===== src/rtl/rf_wr_arb.sv =====
// rf_wr_arb: two-requester round-robin write arbiter for a register file
// write port, with an optional clear sequencer that zeroes every entry.
//
// Optional feature: define RF_WR_ARB_CLR_EN to compile in the clear
// sequencer. Without it i_clr_start is ignored and o_clr_busy/o_clr_done
// are tied to 0.
//
// Parameters:
//   BW_DATA  write data width
//   BW_ADDR  address width (2**BW_ADDR entries)
// Ports:
//   i_clk, i_rstn                 clock, async active-low reset
//   i_req0/1, i_addr0/1, i_data0/1 write requests (held until granted)
//   o_gnt0/1                      one-cycle grant per requester
//   i_clr_start                   pulse starting the clear sequence
//   o_clr_busy, o_clr_done        clear in progress / clear finished pulse
//   o_rf_wr_en/addr/data          registered register-file write port
module rf_wr_arb #(
  parameter int unsigned BW_DATA = 16,
  parameter int unsigned BW_ADDR = 4
) (
  input  logic               i_clk,
  input  logic               i_rstn,
  input  logic               i_req0,
  input  logic               i_req1,
  input  logic [BW_ADDR-1:0] i_addr0,
  input  logic [BW_ADDR-1:0] i_addr1,
  input  logic [BW_DATA-1:0] i_data0,
  input  logic [BW_DATA-1:0] i_data1,
  output logic               o_gnt0,
  output logic               o_gnt1,
  input  logic               i_clr_start,
  output logic               o_clr_busy,
  output logic               o_clr_done,
  output logic               o_rf_wr_en,
  output logic [BW_ADDR-1:0] o_rf_wr_addr,
  output logic [BW_DATA-1:0] o_rf_wr_data
);

  typedef enum logic [1:0] {
    ST_IDLE = 2'd0,
    ST_ARB  = 2'd1,
    ST_CLR  = 2'd2
  } state_t;

  state_t state;
  logic   ptr;       // requester that wins when both are eligible
  logic   elig0;
  logic   elig1;
  logic   any_elig;
  logic   win1;

  // A requester whose grant is showing this cycle is masked so the same
  // held request is not written twice.
  always_comb begin
    elig0    = i_req0 & ~o_gnt0;
    elig1    = i_req1 & ~o_gnt1;
    any_elig = elig0 | elig1;
    win1     = elig1 & (~elig0 | ptr);
  end

`ifdef RF_WR_ARB_CLR_EN
  logic [BW_ADDR-1:0] clr_cnt;
  logic               clr_busy_q;
  logic               clr_done_q;

  assign o_clr_busy = clr_busy_q;
  assign o_clr_done = clr_done_q;
`else
  logic clr_start_unused;

  assign clr_start_unused = i_clr_start;
  assign o_clr_busy       = 1'b0;
  assign o_clr_done       = 1'b0;
`endif

  // Arbiter / clear FSM with registered write port and grants.
  always_ff @(posedge i_clk or negedge i_rstn) begin
    if (!i_rstn) begin
      state        <= ST_IDLE;
      ptr          <= 1'b0;
      o_gnt0       <= 1'b0;
      o_gnt1       <= 1'b0;
      o_rf_wr_en   <= 1'b0;
      o_rf_wr_addr <= '0;
      o_rf_wr_data <= '0;
`ifdef RF_WR_ARB_CLR_EN
      clr_cnt      <= '0;
      clr_busy_q   <= 1'b0;
      clr_done_q   <= 1'b0;
`endif
    end else begin
      o_gnt0     <= 1'b0;
      o_gnt1     <= 1'b0;
      o_rf_wr_en <= 1'b0;
`ifdef RF_WR_ARB_CLR_EN
      clr_done_q <= 1'b0;
`endif
      case (state)
        ST_IDLE, ST_ARB: begin
`ifdef RF_WR_ARB_CLR_EN
          // Clear start wins over requests at the same edge; address 0 is
          // written right away and the counter points at the next entry.
          if (i_clr_start) begin
            state        <= ST_CLR;
            o_rf_wr_en   <= 1'b1;
            o_rf_wr_addr <= '0;
            o_rf_wr_data <= '0;
            clr_cnt      <= BW_ADDR'(1);
            clr_busy_q   <= 1'b1;
          end else
`endif
          if (any_elig) begin
            state        <= ST_ARB;
            ptr          <= ~win1;
            o_gnt0       <= ~win1;
            o_gnt1       <= win1;
            o_rf_wr_en   <= 1'b1;
            o_rf_wr_addr <= win1 ? i_addr1 : i_addr0;
            o_rf_wr_data <= win1 ? i_data1 : i_data0;
          end else begin
            state <= ST_IDLE;
          end
        end
`ifdef RF_WR_ARB_CLR_EN
        ST_CLR: begin
          // Counter wrapped to 0 after the last entry: finish the sequence.
          if (clr_cnt == '0) begin
            state      <= ST_IDLE;
            clr_busy_q <= 1'b0;
            clr_done_q <= 1'b1;
          end else begin
            o_rf_wr_en   <= 1'b1;
            o_rf_wr_addr <= clr_cnt;
            o_rf_wr_data <= '0;
            clr_cnt      <= clr_cnt + BW_ADDR'(1);
          end
        end
`endif
        default: state <= ST_IDLE;
      endcase
    end
  end

endmodule


===== config.mk =====
export PLATFORM = sky130hd
export DESIGN_NAME = rf_wr_arb
export DESIGN_NICKNAME = d
export VERILOG_FILES = /design/src/rtl/rf_wr_arb.sv
export SDC_FILE = /design/constraint.sdc
export NUM_CORES = 1
export LEC_CHECK = 0
export CORE_MARGIN = 10
export CORE_UTILIZATION = 36
export DETAILED_ROUTE_END_ITERATION = 6
export MAX_ROUTING_LAYER = met4
export PLACE_DENSITY_LB_ADDON = 0.1
export SYNTH_ARGS = -nofsm -noshare
export SYNTH_HDL_FRONTEND = slang
export SYNTH_SLANG_ARGS = --single-unit

===== constraint.sdc =====
create_clock -name i_clk -period 1.4 [get_ports i_clk]
set_input_delay 0.35 -clock i_clk [delete_from_list [all_inputs] [get_ports i_clk]]
set_output_delay 0.35 -clock i_clk [all_outputs]
set_load 0.02 [all_outputs]

Yosys cells after proc, flatten, opt, wreduce, memory -nomap -nowiden:

Index checks and enable logic that the tools add are counted.

* input bits: 45
* logic and storage cells: 30
* register bits: 26
* output and inout bits: 25

* multiplexer cells: 10
* bitwise logic cells: 9
* eq/ne operators: 1
* reductions and logical operators: 3

Operators with widths (count)
* $mux 16: 1
* $mux 1: 7
* $mux 4: 1
* $not 1->1: 4
* $and 1x1->1: 3
* $eq 2x1->1 const B: 1
* $logic_not 2->1: 1
* $mux 2: 1
* $or 1x1->1: 2
* $reduce_and 2->1: 1
* $reduce_or 2->1: 1

Logic depth before layout (Yosys ltp):

* depth in word-level cells: 8
* depth in mapped cells: 4
* depth with buffers taken out: 3

Least setup slack after synthesis:

OpenSTA, ideal clock, no wires.

* path kind: reg2reg
* start: reg o_gnt0
* end: reg o_rf_wr_addr[0]
* stages on the path, launching flop included: 5
* path slack: 78 ps
* arrival time: 1196 ps
* setup time: 126 ps
* period minus slack after synthesis: 1322 ps
* data required time: 1274 ps
* buffers on the path: 1
* path through: dfrtp_1 > nor2b_4 > a21boi_4 > buf_6 > a221o_1

* longest elaborated chain between the ends: 6
* elaborated cells between the ends (all ways): 8
* those cells by class: 1 x mux; 6 x bitwise; 1 x reduce/logical

Ends and longest elaborated chain
* start: declaration: line 30 `output logic o_gnt0,`
* start signal: assignment: line 116 `o_gnt0 <= ~win1;`
* $not 1->1 (*): line 56 `elig0 = i_req0 & ~o_gnt0;`
* $and 1x1->1 (*): line 56
* $not 1->1: line 59 `win1 = elig1 & (~elig0 | ptr);`
* $or 1x1->1: line 59
* $and 1x1->1: line 59
* $mux 4: line 119 `o_rf_wr_addr <= win1 ? i_addr1 : i_addr0;`
* end signal: assignment: line 119
* end: declaration: line 36 `output logic [BW_ADDR-1:0] o_rf_wr_addr,`

Mark *: on every way between the ends. The rest lies on a longest branch, timed or not.
A chain may end at the register's enable or synchronous reset.

Worst setup path after layout:

* start: in i_req0
* end: reg o_rf_wr_data[9]

* longest elaborated chain between the ends: 5
* elaborated cells between the ends (all ways): 7
* those cells by class: 1 x mux; 5 x bitwise; 1 x reduce/logical

Ends and longest elaborated chain
* start: declaration: line 24 `input logic i_req0,`
* $and 1x1->1 (*): line 56
* $not 1->1: line 59
* $or 1x1->1: line 59
* $and 1x1->1: line 59
* $mux 16: line 120 `o_rf_wr_data <= win1 ? i_data1 : i_data0;`
* end signal: assignment: line 120
* end: declaration: line 37 `output logic [BW_DATA-1:0] o_rf_wr_data`

Marks and branches as above.

==> impl_metrics.env <==
export IMPL_drt_wl_total_um=3591
export IMPL_critPathBufInv=2
export IMPL_ys_ff_latch=24
export IMPL_critical_path_depth=5
export IMPL_grt_use_met1=0.1571
export IMPL_start_util=0.3687
export IMPL_antenna_found_initial=0
export IMPL_critical_path_cell_chain="clkdlybuf4s50_1 -> nor2b_4 -> a21boi_4 -> buf_6 -> a221o_1"
export IMPL_fin_crit_sh=0.9853
export IMPL_clock_latency_ps=330
export IMPL_antenna_cells=0
export IMPL_firstDrtPassIters=4
export IMPL_ys_flop_type="dfrtp_1"
export IMPL_grtUsageMet2=0.1974
export IMPL_drv_cap=0
export IMPL_wire_per_inst_um=19.20
export IMPL_post_route_util=0.5904
export IMPL_yosysMostFrequentCell="dfrtp_1"
export IMPL_hold_class="input pin to asynchronous set/reset pin"
export IMPL_power_density_mw_per_mm2=1239
export IMPL_cts_root_buf="clkbuf_4"
export IMPL_max_freq_mhz=724.9
export IMPL_fin_cells=187
export IMPL_rrSetupSlack_ps=100
export IMPL_cp_max_fo=9
export IMPL_irDropWorstVdd_uv=446.3
export IMPL_status="complete, no violations"
export IMPL_htreeDepth=1
export IMPL_die_area_mm2=0.005694
export IMPL_worst_clock_skew_ps=8.362
export IMPL_yosysWarnings=0
export IMPL_place_ws_ps=-355.4
export IMPL_setup_viol_count_final=0
export IMPL_tns_ps=0
export IMPL_track_usage=0.1287
export IMPL_coreArea_mm2=0.003003
export IMPL_critPathRequiredTime_ps=1620
export IMPL_busiest_layer="met2"
export IMPL_cts_tree="yes"
export IMPL_path_delay_family="buffers and inverters"
export IMPL_synth_area_mm2=0.001107
export IMPL_synthCells=83
export IMPL_drive_gt1_frac=0.2597
export IMPL_grt_pass1_wl_um=5444
export IMPL_num_rows=20
export IMPL_crit_slowest_cell="clkdlybuf4s50_1"
export IMPL_fp_dieH_um=75.46
export IMPL_viasPerCell=5.235
export IMPL_finalNetCount=200
export IMPL_cp_end_kind="flip-flop"
export IMPL_drtIter0Drc=87
export IMPL_numPortBuffers=66
export IMPL_r2r_end="o_rf_wr_data[9]"
export IMPL_synthToLayoutAreaGrowth_pct=60.11
export IMPL_hold_viol=0
export IMPL_slew_violations=0
export IMPL_synth_async_reset_ratio=1.000
export IMPL_yosys_area_top_type="dfrtp_1"
export IMPL_yosysSeqAreaShare=0.5424
export IMPL_n_fill_cell=276
export IMPL_detailroute_via_count=979
export IMPL_ios=70
export IMPL_tritoncts_num_buffers=3
export IMPL_met3_usage=0.04036
export IMPL_slowest_delay_ps=460
export IMPL_clk_pin_slew_worst_paths_ps=140
export IMPL_postRouteAntennaNets=0
export IMPL_rsz0062_at_grt="yes"
export IMPL_critPathKind="input pin to flip-flop"
export IMPL_worstSetupEndpoint="o_rf_wr_data[9]"
export IMPL_whs_ps=365.4
export IMPL_min_period_ps=1379
export IMPL_floorplan_die_width_um=75.46
export IMPL_rr_worst_depth=4
export IMPL_crit_path_start="i_req0"
export IMPL_synth_area_leaders="dfrtp_1 (54%), a221o_1 (18%), nor3b_1 (14%), buf_6 (3.1%), nor2b_4 (2.5%)"
export IMPL_grt_ovfl_total=0
export IMPL_cts_sinks=24
export IMPL_yosysTopAreaCellShare=0.5424
export IMPL_synth_edff_count=0
export IMPL_worstPathArrival_ps=1600
export IMPL_synth_common_cells="dfrtp_1 (24), a221o_1 (20), nor3b_1 (20)"
export IMPL_place_detailed_hpwl_um=2822
export IMPL_cts_buffer_depth=2
export IMPL_leakagePower_nw=0.7789
export IMPL_synth_cell_type_count=14
export IMPL_r2r_start="o_gnt0"
export IMPL_synth_area_per_cell_um2=13.34
export IMPL_grt_pass1_vias=1069
export IMPL_grt_max_degree=25
export IMPL_drc=0
export IMPL_cp_start_kind="input pin"
export IMPL_place_congestion=0.6190
export IMPL_fin_ws_ps=20.55
export IMPL_dpl_cell_count=183
-- flip-flops by register name, summed over array words and instances (netlist names) --
name,flops
o_gnt0,1
o_rf_wr_en,1
o_rf_wr_addr,4
ptr,1
o_rf_wr_data,16
o_gnt1,1
-- metrics by stage --
stage	area (um^2)	power (mW)
after floorplan	1111	1.349
after global placement	1812	1.799
after detailed placement	1812	1.822
after CTS	1869	2.272
after global routing	1773	2.311
final	1773	2.197
-- cells in the final DEF (no fill, tap or decap), types with 2 or more instances in the layout --
| cell | count |
|---|---|
| conb_1 | 2 |
| dfrtp_1 | 24 |
| a221o_1 | 20 |
| buf_6 | 2 |
| clkbuf_4 | 3 |
| clkbuf_2 | 19 |
| clkdlybuf4s15_1 | 2 |
| buf_4 | 8 |
| nor3b_1 | 20 |
| clkdlybuf4s50_1 | 43 |
| nor2b_4 | 2 |
-- logic make-up (layout without fill, tap and decap cells) --
family	after synthesis	after routing	synth area share
buffers and inverters	11	81	0.07231
AO/OA/AOI/OAI	22	22	0.2079
AND/OR/NAND/NOR	25	25	0.1740
flip-flops	24	24	0.5424
other	1	2	0.003387
-- report_power, final --
part           switching (mW)  internal [mW]
Combinational           0.404          0.389
Clock                   0.225          0.290
Sequential             0.0675          0.821
Total                   0.697           1.50
-- area by class of cell --
type,count,area (um^2),share of cell area
clock buffer,3,22.52,0.01270
clock inverter,1,30.03,0.01694
inverter,1,3.754,0.002117
multi-input combinational,49,430.4,0.2428
sequential,24,600.6,0.3387
tap,33,41.29,0.02329
timing repair buffer,76,644.4,0.3634
-- layer usage --
| layer | routed length, um | part of all wire |
|---|---|---|
| met5 | 0 | 0 |
| met4 | 38 | 0.011 |
| met3 | 303 | 0.084 |
| met2 | 1639 | 0.46 |
| met1 | 1610 | 0.45 |
-- worst min-delay path by stage --
stage / from / to / slack (ps)
finish: i_rstn / o_rf_wr_data[13] / 370
global route: i_rstn / o_rf_wr_data[13] / 390
detailed placement: ptr / ptr / 560
CTS: i_rstn / o_rf_wr_data[13] / 370
global placement: ptr / ptr / 540
floorplan: i_rstn / o_gnt0 / 50
-- timing repair --
action | in CTS | in global routing
setup endpoints to repair | 26 | 28
hold buffers | 0 | 0
setup buffers | 0 | 0
resized for setup | 46 | 24
Note: power is estimated with default switching activity, not from simulation.
